===== config.mk =====
export PLATFORM = sky130hd
export DESIGN_NAME = time_counter_flat
export DESIGN_NICKNAME = d
export VERILOG_FILES = /design/src/rtl/time_counter_if.sv /design/src/rtl/time_counter.sv /design/src/flat_wrapper.sv
export SDC_FILE = /design/constraint.sdc
export NUM_CORES = 1
export LEC_CHECK = 0
export ABC_AREA = 1
export BUFFER_PORTS_ARGS = -buffer_cell sky130_fd_sc_hd__buf_2
export CAP_MARGIN = 20
export CORE_MARGIN = 5
export CORE_UTILIZATION = 54
export DETAILED_ROUTE_END_ITERATION = 7
export PLACE_DENSITY_LB_ADDON = 0.25
export SYNTH_ARGS = -nofsm -noshare
export SYNTH_HDL_FRONTEND = slang
export SYNTH_SLANG_ARGS = --single-unit

===== constraint.sdc =====
create_clock -name clk -period 2 [get_ports clk]
set_input_delay 0.2 -clock clk [delete_from_list [all_inputs] [get_ports clk]]
set_output_delay 0.2 -clock clk [all_outputs]
set_load 0.01 [all_outputs]

===== src/rtl/time_counter_if.sv =====
// Signal bundle for time_counter: time-setting inputs and time/display outputs.
// The setter (master) drives set_*; the counter (slave) drives cur_* and the status pulses.
interface time_counter_if;
  // set_load is a one-cycle request with no ready. A valid request is always taken.
  // An invalid request is answered by a one-cycle load_err pulse on the following cycle.
  logic       set_en;
  logic       set_load;
  logic [7:0] set_hh;
  logic [7:0] set_mm;
  logic [7:0] set_ss;
  logic [1:0] blink_sel;
  logic [7:0] cur_hh;
  logic [7:0] cur_mm;
  logic [7:0] cur_ss;
  logic       sec_tick;
  logic       day_wrap;
  logic       load_err;
  logic [5:0] disp_en;
  logic       chime;

  modport slave (
    input  set_en, set_load, set_hh, set_mm, set_ss, blink_sel,
    output cur_hh, cur_mm, cur_ss, sec_tick, day_wrap, load_err, disp_en, chime
  );

  modport master (
    output set_en, set_load, set_hh, set_mm, set_ss, blink_sel,
    input  cur_hh, cur_mm, cur_ss, sec_tick, day_wrap, load_err, disp_en, chime
  );
endinterface


===== src/rtl/time_counter.sv =====
// BCD time-of-day counter with a load path, setting-mode blink, and an optional hourly chime.
// Defining TIME_COUNTER_CHIME_EN enables the chime output; otherwise chime is tied to 0.
module time_counter #(
  parameter int CLK_HZ = 50000000
) (
  input logic          clk,
  input logic          rst_n,
  time_counter_if.slave tc
);

  localparam int              PW        = $clog2(CLK_HZ);
  localparam logic [PW-1:0]   PRE_MAX   = PW'(CLK_HZ - 1);
  localparam int              HALF      = CLK_HZ / 2;
  localparam int              BW        = $clog2(HALF);
  localparam logic [BW-1:0]   BLINK_MAX = BW'(HALF - 1);

  logic [PW-1:0] presc_q;
  logic [BW-1:0] blink_cnt_q;
  logic          blink_ph_q;
  logic [7:0]    hh_q, mm_q, ss_q;
  logic [7:0]    hh_d, mm_d, ss_d;
  logic          sec_tick_q, day_wrap_q, load_err_q;
  logic [5:0]    disp_en_q;
  logic          tick, load_ok, load_take, hour_roll, day_roll;

  function automatic logic [7:0] bcd_inc(input logic [7:0] v);
    if (v[3:0] == 4'd9) return {v[7:4] + 4'd1, 4'd0};
    else                return {v[7:4], v[3:0] + 4'd1};
  endfunction

  function automatic logic digits_ok(input logic [7:0] v);
    return (v[7:4] <= 4'd9) && (v[3:0] <= 4'd9);
  endfunction

  assign tick      = (presc_q == PRE_MAX) && !tc.set_en;
  assign load_ok   = digits_ok(tc.set_hh) && digits_ok(tc.set_mm) && digits_ok(tc.set_ss) &&
                     (tc.set_hh <= 8'h23) && (tc.set_mm <= 8'h59) && (tc.set_ss <= 8'h59);
  assign load_take = tc.set_load && load_ok;
  assign hour_roll = (mm_q == 8'h59) && (ss_q == 8'h59);
  assign day_roll  = hour_roll && (hh_q == 8'h23);

  always_comb begin
    hh_d = hh_q;
    mm_d = mm_q;
    ss_d = ss_q;
    if (tick) begin
      if (ss_q == 8'h59) begin
        ss_d = 8'h00;
        if (mm_q == 8'h59) begin
          mm_d = 8'h00;
          hh_d = (hh_q == 8'h23) ? 8'h00 : bcd_inc(hh_q);
        end else begin
          mm_d = bcd_inc(mm_q);
        end
      end else begin
        ss_d = bcd_inc(ss_q);
      end
    end
  end

  always_ff @(posedge clk) begin
    if (!rst_n) begin
      presc_q     <= '0;
      blink_cnt_q <= '0;
      blink_ph_q  <= 1'b1;
      hh_q        <= 8'h00;
      mm_q        <= 8'h00;
      ss_q        <= 8'h00;
      sec_tick_q  <= 1'b0;
      day_wrap_q  <= 1'b0;
      load_err_q  <= 1'b0;
      disp_en_q   <= 6'b111111;
    end else begin
      // A valid load resynchronises the second boundary; an invalid one leaves counting alone.
      if (load_take || tc.set_en)  presc_q <= '0;
      else if (presc_q == PRE_MAX) presc_q <= '0;
      else                         presc_q <= presc_q + 1'b1;

      if (blink_cnt_q == BLINK_MAX) begin
        blink_cnt_q <= '0;
        blink_ph_q  <= ~blink_ph_q;
      end else begin
        blink_cnt_q <= blink_cnt_q + 1'b1;
      end

      if (load_take) begin
        hh_q <= tc.set_hh;
        mm_q <= tc.set_mm;
        ss_q <= tc.set_ss;
      end else begin
        hh_q <= hh_d;
        mm_q <= mm_d;
        ss_q <= ss_d;
      end

      sec_tick_q <= tick && !load_take;
      day_wrap_q <= tick && !load_take && day_roll;
      load_err_q <= tc.set_load && !load_ok;

      if (!tc.set_en || tc.blink_sel == 2'b11) disp_en_q <= 6'b111111;
      else begin
        case (tc.blink_sel)
          2'b00:   disp_en_q <= {blink_ph_q, blink_ph_q, 4'b1111};
          2'b01:   disp_en_q <= {2'b11, blink_ph_q, blink_ph_q, 2'b11};
          default: disp_en_q <= {4'b1111, blink_ph_q, blink_ph_q};
        endcase
      end
    end
  end

`ifdef TIME_COUNTER_CHIME_EN
  logic chime_q;
  always_ff @(posedge clk) begin
    if (!rst_n) chime_q <= 1'b0;
    else        chime_q <= tick && !load_take && hour_roll;
  end
  assign tc.chime = chime_q;
`else
  assign tc.chime = 1'b0;
`endif

  assign tc.cur_hh   = hh_q;
  assign tc.cur_mm   = mm_q;
  assign tc.cur_ss   = ss_q;
  assign tc.sec_tick = sec_tick_q;
  assign tc.day_wrap = day_wrap_q;
  assign tc.load_err = load_err_q;
  assign tc.disp_en  = disp_en_q;

endmodule


===== src/flat_wrapper.sv =====
// flat-port wrapper written by rule: the top's interface ports become plain ports
module time_counter_flat 
#(
  parameter int CLK_HZ = 50000000
)
  (clk, rst_n, tc_set_en, tc_set_load, tc_set_hh, tc_set_mm, tc_set_ss, tc_blink_sel, tc_cur_hh, tc_cur_mm, tc_cur_ss, tc_sec_tick, tc_day_wrap, tc_load_err, tc_disp_en, tc_chime);
  time_counter_if tc_i ();
  input logic clk;
  input logic rst_n;
  input wire logic [$bits(tc_i.set_en)-1:0] tc_set_en;
  input wire logic [$bits(tc_i.set_load)-1:0] tc_set_load;
  input wire logic [$bits(tc_i.set_hh)-1:0] tc_set_hh;
  input wire logic [$bits(tc_i.set_mm)-1:0] tc_set_mm;
  input wire logic [$bits(tc_i.set_ss)-1:0] tc_set_ss;
  input wire logic [$bits(tc_i.blink_sel)-1:0] tc_blink_sel;
  output wire logic [$bits(tc_i.cur_hh)-1:0] tc_cur_hh;
  output wire logic [$bits(tc_i.cur_mm)-1:0] tc_cur_mm;
  output wire logic [$bits(tc_i.cur_ss)-1:0] tc_cur_ss;
  output wire logic [$bits(tc_i.sec_tick)-1:0] tc_sec_tick;
  output wire logic [$bits(tc_i.day_wrap)-1:0] tc_day_wrap;
  output wire logic [$bits(tc_i.load_err)-1:0] tc_load_err;
  output wire logic [$bits(tc_i.disp_en)-1:0] tc_disp_en;
  output wire logic [$bits(tc_i.chime)-1:0] tc_chime;
  assign tc_i.set_en = tc_set_en;
  assign tc_i.set_load = tc_set_load;
  assign tc_i.set_hh = tc_set_hh;
  assign tc_i.set_mm = tc_set_mm;
  assign tc_i.set_ss = tc_set_ss;
  assign tc_i.blink_sel = tc_blink_sel;
  assign tc_cur_hh = tc_i.cur_hh;
  assign tc_cur_mm = tc_i.cur_mm;
  assign tc_cur_ss = tc_i.cur_ss;
  assign tc_sec_tick = tc_i.sec_tick;
  assign tc_day_wrap = tc_i.day_wrap;
  assign tc_load_err = tc_i.load_err;
  assign tc_disp_en = tc_i.disp_en;
  assign tc_chime = tc_i.chime;
  time_counter #(.CLK_HZ(CLK_HZ)) u_core (.clk(clk), .rst_n(rst_n), .tc(tc_i));
endmodule

=== Yosys cells after proc, flatten, opt, wreduce, memory -nomap -nowiden ===
Cells that the tools add are included.
Widths: inputs -> output; s select.

* Logic and storage cells: 93
* Register bits after elaboration: 85
* Output and inout port bits: 34

* Bitwise logic cells: 2
* Reductions and logical operators: 35
* Magnitude comparators: 9
* $add $sub $neg: 8
* Multiplexer cells: 16
* Eq/ne operators: 10

{| class="wikitable"
|+ Operators with widths
! operator !! number
|-
| $mux 8 || 15
|-
| $add 26x1->26 const B || 1
|-
| $eq 26x26->1 const B || 1
|-
| $add 25x1->25 const B || 1
|-
| $eq 25x25->1 const B || 1
|-
| $add 4x1->4 const B || 6
|-
| $le 4x4->1 const B || 6
|-
| $eq 8x7->1 const B || 2
|-
| $le 8x7->1 const B || 2
|-
| $logic_and 1x1->1 || 15
|-
| $eq 4x4->1 const B || 3
|-
| $pmux 6 s2 || 1
|-
| $reduce_bool 3->1 || 3
|-
| $eq 8x6->1 const B || 1
|-
| $le 8x6->1 const B || 1
|-
| $reduce_and 3->1 || 2
|-
| $reduce_bool 2->1 || 3
|-
| $reduce_and 2->1 || 2
|-
| $reduce_and 4->1 || 1
|-
| $reduce_or 2->1 || 2
|-
| $logic_not 1->1 || 3
|-
| $reduce_or 3->1 || 1
|-
| $eq 2x1->1 const B || 1
|-
| $eq 2x2->1 const B || 1
|-
| 3 further kinds || 5
|}

=== Depth between registers and ports, before layout ===
Gate-level depths: netlist of the first run.

* Depth after elaboration: 11
* Gate-level depth with buffers: 13
* Depth with buffers taken out: 12

=== Worst setup path before layout of the first run ===
No wires, ideal clock.

* Path type: reg2reg
* Start point: register u_core.ss_q[0], in the netlist u_core.tc.cur_ss[0]
* End point: register u_core.mm_q[7], in the netlist u_core.tc.cur_mm[7]
* Setup time: 0.114 ns
* Period minus slack after synthesis: 1.616 ns
* Path buffers: 0
* Cell stages (with the launch flop): 9
* Arrival time: 1.503 ns
* Path slack: 0.384 ns
* Path through: dfxtp_1 > ha_1 > nand2_1 > nor2_4 > nand4_2 > nand2_2 > nand3_4 > a21oi_1 > nor2_1

* Longest elaborated chain between the ends: 3

{| class="wikitable"
|+ RTL lines
! what !! RTL line !! RTL
|-
| from (decl) || time_counter.sv:20 || <nowiki>logic [7:0] hh_q, mm_q, ss_q;</nowiki>
|-
| from (signal assigned) || time_counter.sv:89 || <nowiki>ss_q <= tc.set_ss;</nowiki>
|-
| from (signal assigned) || time_counter.sv:93 || <nowiki>ss_q <= ss_d;</nowiki>
|-
| $eq 8x7->1 || time_counter.sv:47 || <nowiki>if (ss_q == 8'h59) begin</nowiki>
|-
| $reduce_bool 2->1 (no line) || - ||
|-
| $reduce_and 3->1 (no line) || - ||
|-
| to (signal assigned) || time_counter.sv:88 || <nowiki>mm_q <= tc.set_mm;</nowiki>
|-
| to (signal assigned) || time_counter.sv:92 || <nowiki>mm_q <= mm_d;</nowiki>
|-
| to (decl) || time_counter.sv:20 ||
|}

No other way between the ends.
A chain may end at the register's enable or synchronous reset.

=== Final worst setup path of the first run ===
* Start point: register u_core.presc_q[0]
* End point: register u_core.mm_q[2], in the netlist u_core.tc.cur_mm[2]

* Longest elaborated chain between the ends: 4

{| class="wikitable"
|+ RTL lines
! what !! RTL line !! RTL
|-
| from (decl) || time_counter.sv:17 || <nowiki>logic [PW-1:0] presc_q;</nowiki>
|-
| from (signal assigned) || time_counter.sv:77 || <nowiki>else presc_q <= presc_q + 1'b1;</nowiki>
|-
| $eq 26x26->1 || time_counter.sv:35 || <nowiki>assign tick = (presc_q == PRE_MAX) && !tc.set_en;</nowiki>
|-
| $logic_and 1x1->1 || time_counter.sv:35 ||
|-
| $reduce_bool 2->1 (no line) || - ||
|-
| $reduce_and 2->1 (no line) || - ||
|}

No other way between the ends.

==> results.yml, run 1 <==
run_status:
  status: "completed"
global_route:
  grt_usage: 0.204
  grt_pass1_wl_mm: 18.9
  antenna_found_initial: 0
  grt_max_degree: 27
  grt_pass1_vias: 4313
  overflow: 0
timing:
  period_needed_ps: 1800
  post-route-period-util: 0.902
  slew_violations: 0
  tns_ps: 0
  setup_viol: 0
  rsz0062_at_grt: "no"
  fin_skew_ps: 13.0
  fmax_mhz: 555
  hold_viol_final: 0
  whs_ps: 51.8
synth:
  synth.cell_area_mm2: 0.00473
  synth_nets: 733
  synth_ff_type: "dfxtp_1"
  async_flop_share: 0
  synth-edff-count: 0
  ys_ff_latch: 82
  synth_cell_types: 40
  ys.warnings.count: 0
  syn-instance-count: 689
  avgSynthCellArea_um2: 6.87
  synth-seq-area-share: 0.347
power_and_ir_drop:
  p_per_area_mw_per_mm2: 539
  power_leakage_nw: 2.25
  finalPower_mw: 2.87
  ir_worst_vdd_mv: 0.301
placed_design:
  gp_congestion: 0.972
  dp_cells: 851
  port_buffers: 62
  dp_hpwl_mm: 8.40
flow_run:
  maxCapViolations: 0
critical_path:
  cp-startpoint: "u_core.presc_q[0]$_SDFF_PP0_"
  worstPathRequired_ps: 2250
  critPathKind: "register to register"
  r2r-end: "u_core.tc.cur_mm[2]$_SDFFE_PN0P_"
  cp_data_arrival_time_ps: 2050
  start_kind: "register"
  cp_max_fo: 9
  r2r-start: "u_core.presc_q[0]$_SDFF_PP0_"
  r2r_slack_ps: 200
  reg2regPathDepth: 10
  worstSetupEndpoint: "u_core.tc.cur_mm[2]$_SDFFE_PN0P_"
  worstSetupEndpointType: "register"
layout:
  final_cell_mix: "nand2_1, nor2_1, dfxtp_1, inv_1, buf_2"
  drive_gt1_frac: 0.181
  nets: 798
  antenna_cells: 0
  syn_to_final_growth_pct: 12.4
  stdcell_count: 867
  layout_commonest_cell: "nand2_1"
clocking:
  ctsResizeCount: 0
  cts_tree: "built"
  cts_setup_buffers: 0
  clkLatencyLatePin_ps: 360
  htreeDepth: 3
  numCtsBuffers: 9
  clockBufferDepth: 2
  clk_pin_slew_ps: 90
  ctsHoldBuffers: 0
  cts_sinks: 82
  cts_root_buffer: "clkbuf_8"
floorplan:
  io_pins: 64
  core_mm2: 0.00864
  initial_core_util: 0.548
  die_w_um: 104
  die-area_mm2: 0.0107
  num_rows: 34
  die_y_um: 104
detailed_routing:
  dr_total_vias: 4511
  drt_iter0_markers: 262
  wirelength_mm: 10.9
  drtAntennaViolNets: 0
  vias_per_cell: 5.20
  drc: 0
  wl_per_cell_um: 12.5
  first_pass_iters: 5
min_path:
  hp-class: "primary input to register"
-- worst max-delay path, cell delays in order, from the launching register on --
cell and delay (ps):
dfxtp_1 380, ha_1 220, nand3_2 130, nor2_4 140, inv_2 60, nor2_4 110
nand3_4 110, o21ai_4 270, inv_2 90, nor2_1 130, nor2_1 50
-- stage by stage --
step / setup WS, ps / cell area (um2) / util
2_1_floorplan: 384 / 4730 / -
5_1_grt: 22.5 / 5320 / 0.616
3_3_place_gp: 292 / 5140 / 0.595
4_1_cts: 194 / 5320 / 0.616
6_report: 197 / 5320 / 0.616
3_5_place_dp: 209 / 5140 / 0.595
-- kinds of logic after synthesis --
kind of cell	after synthesis	share of synthesized area
simple gates	401	0.402
buf+inv	100	0.0912
flops	82	0.347
compound gates	63	0.0706
xor+xnor	28	0.0518
fa+ha+maj	14	0.0370
other cells	1	0.000792
-- state kept, by name, indices dropped and copies added, names as in the netlist --
signal and cells:
u_core.presc_q 26, u_core.tc.cur_mm 8, u_core.tc.sec_tick 1, u_core.tc.disp_en 3, u_core.tc.load_err 1, u_core.blink_ph_q 1
u_core.tc.day_wrap 1, u_core.tc.cur_ss 8, u_core.tc.cur_hh 8, u_core.blink_cnt_q 25
-- routing by layer --
layer	part of all wire	vias up	GRT usage	wire (um)
met2	0.47	140	0.341	5070
met4	0.018	0	0.0750	197
met3	0.069	19	0.0342	754
met1	0.45	2039	0.262	4840
met5	0	-	0	0
li1	-	2313	-	-
-- power by group --
group | switching (mW) | total (mW) | internal [mW]
registers | 0.00604 | 1.65 | 1.64
logic | 0.0695 | 0.113 | 0.0438
clock network | 0.625 | 1.11 | 0.484
total | 0.701 | 2.87 | 2.17
-- layout make-up --
type | instances | area [um2]
Clock buffer | 10 | 138
Fill cell | 813 | 3320
Sequential cell | 82 | 1640
Inverter | 86 | 323
Timing Repair Buffer | 68 | 380
Clock inverter | 6 | 42.5
Multi-Input combinational cell | 507 | 2660
Tap cell | 108 | 135
-- synthesized netlist by cell type, types with 2 or more instances --
| cell | count | area share |
|---|---|---|
| or2_0 | 3 | 0.0040 |
| nand2_2 | 5 | 0.0066 |
| nand3_2 | 5 | 0.011 |
| buf_2 | 4 | 0.0042 |
| nor3b_1 | 2 | 0.0032 |
| nor2_4 | 5 | 0.012 |
| buf_4 | 7 | 0.011 |
| xnor2_1 | 10 | 0.019 |
| nand2_1 | 160 | 0.13 |
| inv_1 | 80 | 0.063 |
| nand2_4 | 3 | 0.0071 |
| dfxtp_1 | 82 | 0.35 |
| nor4_1 | 4 | 0.0053 |
| a21oi_1 | 32 | 0.034 |
| nand3_4 | 3 | 0.011 |
| nand4_1 | 21 | 0.028 |
| nor2_1 | 106 | 0.084 |
| buf_6 | 2 | 0.0048 |
| o21ai_0 | 20 | 0.021 |
| and3_1 | 3 | 0.0040 |
| xor2_1 | 18 | 0.033 |
| ha_1 | 14 | 0.037 |
| o21ai_1 | 7 | 0.0074 |
| nand3_1 | 38 | 0.040 |
| nor2_2 | 7 | 0.0093 |
| nor3_1 | 17 | 0.018 |
| inv_2 | 6 | 0.0048 |
| or2_2 | 13 | 0.017 |
-- worst min path at each step --
stage / start / to / depth (start not counted)
after floorplan: tc_blink_sel[1] / u_core.tc.disp_en[1]$_SDFF_PP1_ / 1
after global placement: tc_blink_sel[1] / u_core.tc.disp_en[1]$_SDFF_PP1_ / 2
after detailed placement: tc_blink_sel[1] / u_core.tc.disp_en[1]$_SDFF_PP1_ / 2
after CTS: tc_blink_sel[1] / u_core.tc.disp_en[1]$_SDFF_PP1_ / 2
after global routing: tc_blink_sel[0] / u_core.tc.disp_en[3]$_SDFF_PP1_ / 2
final: tc_blink_sel[0] / u_core.tc.disp_en[3]$_SDFF_PP1_ / 2
Power figures use the tool's default switching activity.
==> inputs of run 2 (changes only) <==
--- a/config.mk
+++ b/config.mk
@@ -12,6 +12,7 @@
 export CORE_UTILIZATION = 54
 export DETAILED_ROUTE_END_ITERATION = 7
 export PLACE_DENSITY_LB_ADDON = 0.25
+export RECOVER_POWER = 100
 export SYNTH_ARGS = -nofsm -noshare
 export SYNTH_HDL_FRONTEND = slang
 export SYNTH_SLANG_ARGS = --single-unit
==> results.yml, run 2 (synthesized netlist as in run 1, its figures left out) <==
critical_path:
  worstPathRequired_ps: 2240
  start_kind: "register"
  cp-startpoint: "u_core.blink_cnt_q[0]$_SDFF_PP0_"
  cp_max_fo: 25
  cp_data_arrival_time_ps: 2100
  r2r-start: "u_core.blink_cnt_q[0]$_SDFF_PP0_"
  reg2regPathDepth: 7
  worstSetupEndpointType: "register"
  critPathKind: "register to register"
detailed_routing:
  wl_met3_um: 764
  topRoutingLayerUsed: "met4"
  first_pass_iters: 6
  met1Wirelength_mm: 4.94
  wl_per_cell_um: 12.6
  vias_per_cell: 5.20
  dr_total_vias: 4511
  wl_met2_mm: 5.04
  drtAntennaViolNets: 0
  drt_iter0_markers: 257
  drc: 0
  wirelength_mm: 10.9
clocking:
  clkLatencyLatePin_ps: 360
  cts_setup_buffers: 0
  cts_root_buffer: "clkbuf_8"
  ctsHoldBuffers: 0
  clk_pin_slew_ps: 90
  ctsResizeCount: 0
  cts_tree: "built"
  clockBufferDepth: 2
  htreeDepth: 3
  cts_sinks: 82
  numCtsBuffers: 9
global_route:
  overflow: 0
  antenna_found_initial: 0
  grt_max_degree: 27
  grt_pass1_wl_mm: 18.9
  grt_usage: 0.204
  grt_pass1_vias: 4313
layout:
  design_area_mm2: 0.00524
  reg_top3: "u_core.presc_q (26), u_core.blink_cnt_q (25)"
  top_register: "u_core.presc_q"
  stdcell_count: 867
  drive_gt1_frac: 0.133
  layout_commonest_cell: "nand2_1"
  final_cell_mix: "nand2_1, nor2_1, dfxtp_1, inv_1, nand3_1"
  largest_reg_flops: 26
  nets: 798
  antenna_cells: 0
  syn_to_final_growth_pct: 10.7
power_and_ir_drop:
  power_leakage_nw: 2.10
  p_per_area_mw_per_mm2: 546
  finalPower_mw: 2.86
  ir_worst_vdd_mv: 0.298
timing:
  period_needed_ps: 1850
  setup_ws_ps: 145
  tns_ps: 0
  setup_viol: 0
  fmax_mhz: 539
  hold_viol_final: 0
  rsz0062_at_grt: "no"
  slew_violations: 0
  post-route-period-util: 0.927
  fin_skew_ps: 12.8
min_path:
  min_from: "tc_blink_sel[0]"
  hp-class: "primary input to register"
  whs_path_depth: 2
placed_design:
  placed_cell_area_mm2: 0.00514
  dp_cells: 851
  port_buffers: 62
  gp_congestion: 0.972
  dp_hpwl_mm: 8.40
  place_ws_ps: 209
floorplan:
  die_y_um: 104
  die_w_um: 104
  core_mm2: 0.00864
  initial_core_util: 0.548
  num_rows: 34
  die-area_mm2: 0.0107
  io_pins: 64
run_status:
  status: "completed"
flow_run:
  maxCapViolations: 0
==> run 2: cell types whose count changed in the layout (fill, tap and decap cells not counted), sizes merged <==
cell    change
buf        -33
clkbuf     +33
==> run 2: final cells by class <==
class                   instances  area [um2]
fillers                       827        3390
well taps                     108         135
flip-flops and latches         82        1640
repair buffers                 68         337
multi-input cells             507        2630
inverters                      86         323
clock buffers                  10         138
clock inverters                 6        42.5
==> run 2: worst paths after layout <==
check / end / slack, ps
setup / recovery: u_core.blink_cnt_q[3]$_SDFF_PP0_ / 150
hold / removal: u_core.tc.disp_en[3]$_SDFF_PP1_ / 50
setup reg to reg: u_core.blink_cnt_q[3]$_SDFF_PP0_ / 150
hold reg to reg: u_core.blink_cnt_q[0]$_SDFF_PP0_ / 460
==> run 2: where the power goes <==
part           internal, mW  switching (mW)  total, mW  leakage [nW]
Combinational        0.0432          0.0688      0.112          1.35
Clock                 0.484           0.618       1.10        0.0882
Sequential             1.64         0.00592       1.65         0.662
Total                  2.17           0.693       2.86          2.10
==> run 2: critical path, cell delays in order, from the launching register on <==
cell	delay, ps
dfxtp_1	360
ha_1	170
nand3_1	260
nor3_1	350
nand4_1	210
nand2_1	150
buf_12	170
a21oi_1	60
==> run 2: per-stage QoR <==
step / hold slack (ps) / util
floorplan: 285 / -
global placement: 417 / 0.595
detailed placement: 428 / 0.595
CTS: 38.5 / 0.616
global route: 65.4 / 0.607
finish: 53.6 / 0.607
==> run 2: layer usage <==
metal	vias up	GRT usage
met2	135	0.341
met3	19	0.0342
met1	2043	0.262
li1	2314	-
met4	0	0.0750
met5	-	0
==> inputs of run 3 (changes only) <==
--- a/config.mk
+++ b/config.mk
@@ -9,7 +9,7 @@
 export BUFFER_PORTS_ARGS = -buffer_cell sky130_fd_sc_hd__buf_2
 export CAP_MARGIN = 20
 export CORE_MARGIN = 5
-export CORE_UTILIZATION = 54
+export CORE_UTILIZATION = 49
 export DETAILED_ROUTE_END_ITERATION = 7
 export PLACE_DENSITY_LB_ADDON = 0.25
 export RECOVER_POWER = 100
==> results.yml, run 3 (synthesized netlist as in run 1, its figures left out) <==
run_status:
  status: "completed"
global_route:
  grt_pass1_wl_mm: 18.3
  grt_pass1_vias: 4135
  grt_usage: 0.190
  grt_max_degree: 27
  antenna_found_initial: 0
  overflow: 0
placed_design:
  placed_cell_area_mm2: 0.00515
  dp_hpwl_mm: 8.24
  dp_cells: 870
  port_buffers: 62
  place_ws_ps: 193
  gp_congestion: 0.888
detailed_routing:
  first_pass_iters: 5
  drt_iter0_markers: 206
  wirelength_mm: 10.7
  drc: 0
  vias_per_cell: 5.00
  drtAntennaViolNets: 0
  wl_per_cell_um: 12.1
  dr_total_vias: 4438
floorplan:
  die_y_um: 108
  die-area_mm2: 0.0117
  io_pins: 64
  initial_core_util: 0.507
  core_mm2: 0.00933
  num_rows: 35
  die_w_um: 108
layout:
  reg_top3: "u_core.presc_q (26), u_core.blink_cnt_q (25)"
  layout_commonest_cell: "nand2_1"
  syn_to_final_growth_pct: 11.4
  stdcell_count: 887
  top_register: "u_core.presc_q"
  final_cell_mix: "nand2_1, nor2_1, dfxtp_1, inv_1, nand3_1"
  antenna_cells: 0
  nets: 797
  largest_reg_flops: 26
  drive_gt1_frac: 0.132
  design_area_mm2: 0.00528
timing:
  setup_ws_ps: 208
  slew_violations: 0
  fin_skew_ps: 13.0
  setup_viol: 0
  rsz0062_at_grt: "no"
  fmax_mhz: 558
  hold_viol_final: 0
  period_needed_ps: 1790
  tns_ps: 0
  post-route-period-util: 0.896
critical_path:
  cp_data_arrival_time_ps: 2060
  critPathTopFamily: "simple AND/OR/NAND/NOR gates"
  reg2regPathDepth: 8
  timing.critical_path.mode_cell: "nor2_1"
  start_kind: "register"
  cp_slowest_cell: "dfxtp_1"
  crit_buf_inv: 0
  worstSetupEndpointType: "register"
  worstPathRequired_ps: 2260
  crit_cells: 8
  path_cells: "ha_1, nand2_1, nor2_1, nand4_1, o21ai_1, nand3_1, nor2_1, nor2_1"
  cp_max_fo: 6
  cpPeakStageDelay_ps: 420
  critPathKind: "register to register"
power_and_ir_drop:
  comb_power_share: 0.037
  sequentialPowerShare: 0.568
  switching_share: 0.258
  p_sw_uw: 749
  power_leakage_nw: 2.11
  finalPower_mw: 2.90
  p_int_mw: 2.15
  pwr-share-clk: 0.395
  ir_worst_vdd_mv: 0.259
  p_per_area_mw_per_mm2: 550
clocking:
  ctsHoldBuffers: 0
  numCtsBuffers: 9
  cts_setup_buffers: 0
  cts_tree: "built"
  clk_pin_slew_ps: 90
  cts_root_buffer: "clkbuf_8"
  ctsResizeCount: 0
  clkLatencyLatePin_ps: 370
  clockBufferDepth: 2
  cts_sinks: 82
  htreeDepth: 3
min_path:
  whs_path_depth: 2
  hp-class: "primary input to register"
flow_run:
  maxCapViolations: 0
==> run 3: metal layers <==
| metal | up-vias | part of all wire | global-route usage |
|---|---|---|---|
| met5 | - | 0 | 0 |
| met4 | 0 | 0.013 | 0.0577 |
| met3 | 11 | 0.050 | 0.0394 |
| met2 | 95 | 0.46 | 0.312 |
| met1 | 2018 | 0.47 | 0.252 |
| li1 | 2314 | - | - |
==> run 3: final timing paths <==
check	start	to	slack, ps
worst max-delay path	u_core.tc.cur_mm[0]$_SDFFE_PN0P_	u_core.tc.cur_hh[4]$_SDFFE_PN0P_	210
worst min-delay path	tc_blink_sel[1]	u_core.tc.disp_en[1]$_SDFF_PP1_	50
worst max register to register	u_core.tc.cur_mm[0]$_SDFFE_PN0P_	u_core.tc.cur_hh[4]$_SDFFE_PN0P_	210
worst min register to register	u_core.blink_cnt_q[0]$_SDFF_PP0_	u_core.blink_cnt_q[0]$_SDFF_PP0_	460
==> run 3: power by group through the flow <==
stage	Sequential (mW)	Combinational [mW]	Clock (mW)
finish	1.65	0.109	1.14
detailed placement	1.68	0.113	0
global placement	1.68	0.110	0
global route	1.65	0.122	1.25
floorplan	1.68	0.0614	0
CTS	1.65	0.113	1.18
==> run 3: final cells by class <==
class,instances,area [um2]
inverter,86,323
clock buffer,9,124
sequential,82,1640
clock inverter,7,60.1
fill,956,4050
timing repair buffer,67,319
multi-input combinational,507,2650
tap,129,161
==> run 3: stage by stage <==
step | hold slack, ps | utilization
after floorplan | 285 | -
after global placement | 418 | 0.552
after detailed placement | 420 | 0.552
after CTS | 40.8 | 0.572
after global routing | 60.2 | 0.566
final | 54.6 | 0.566
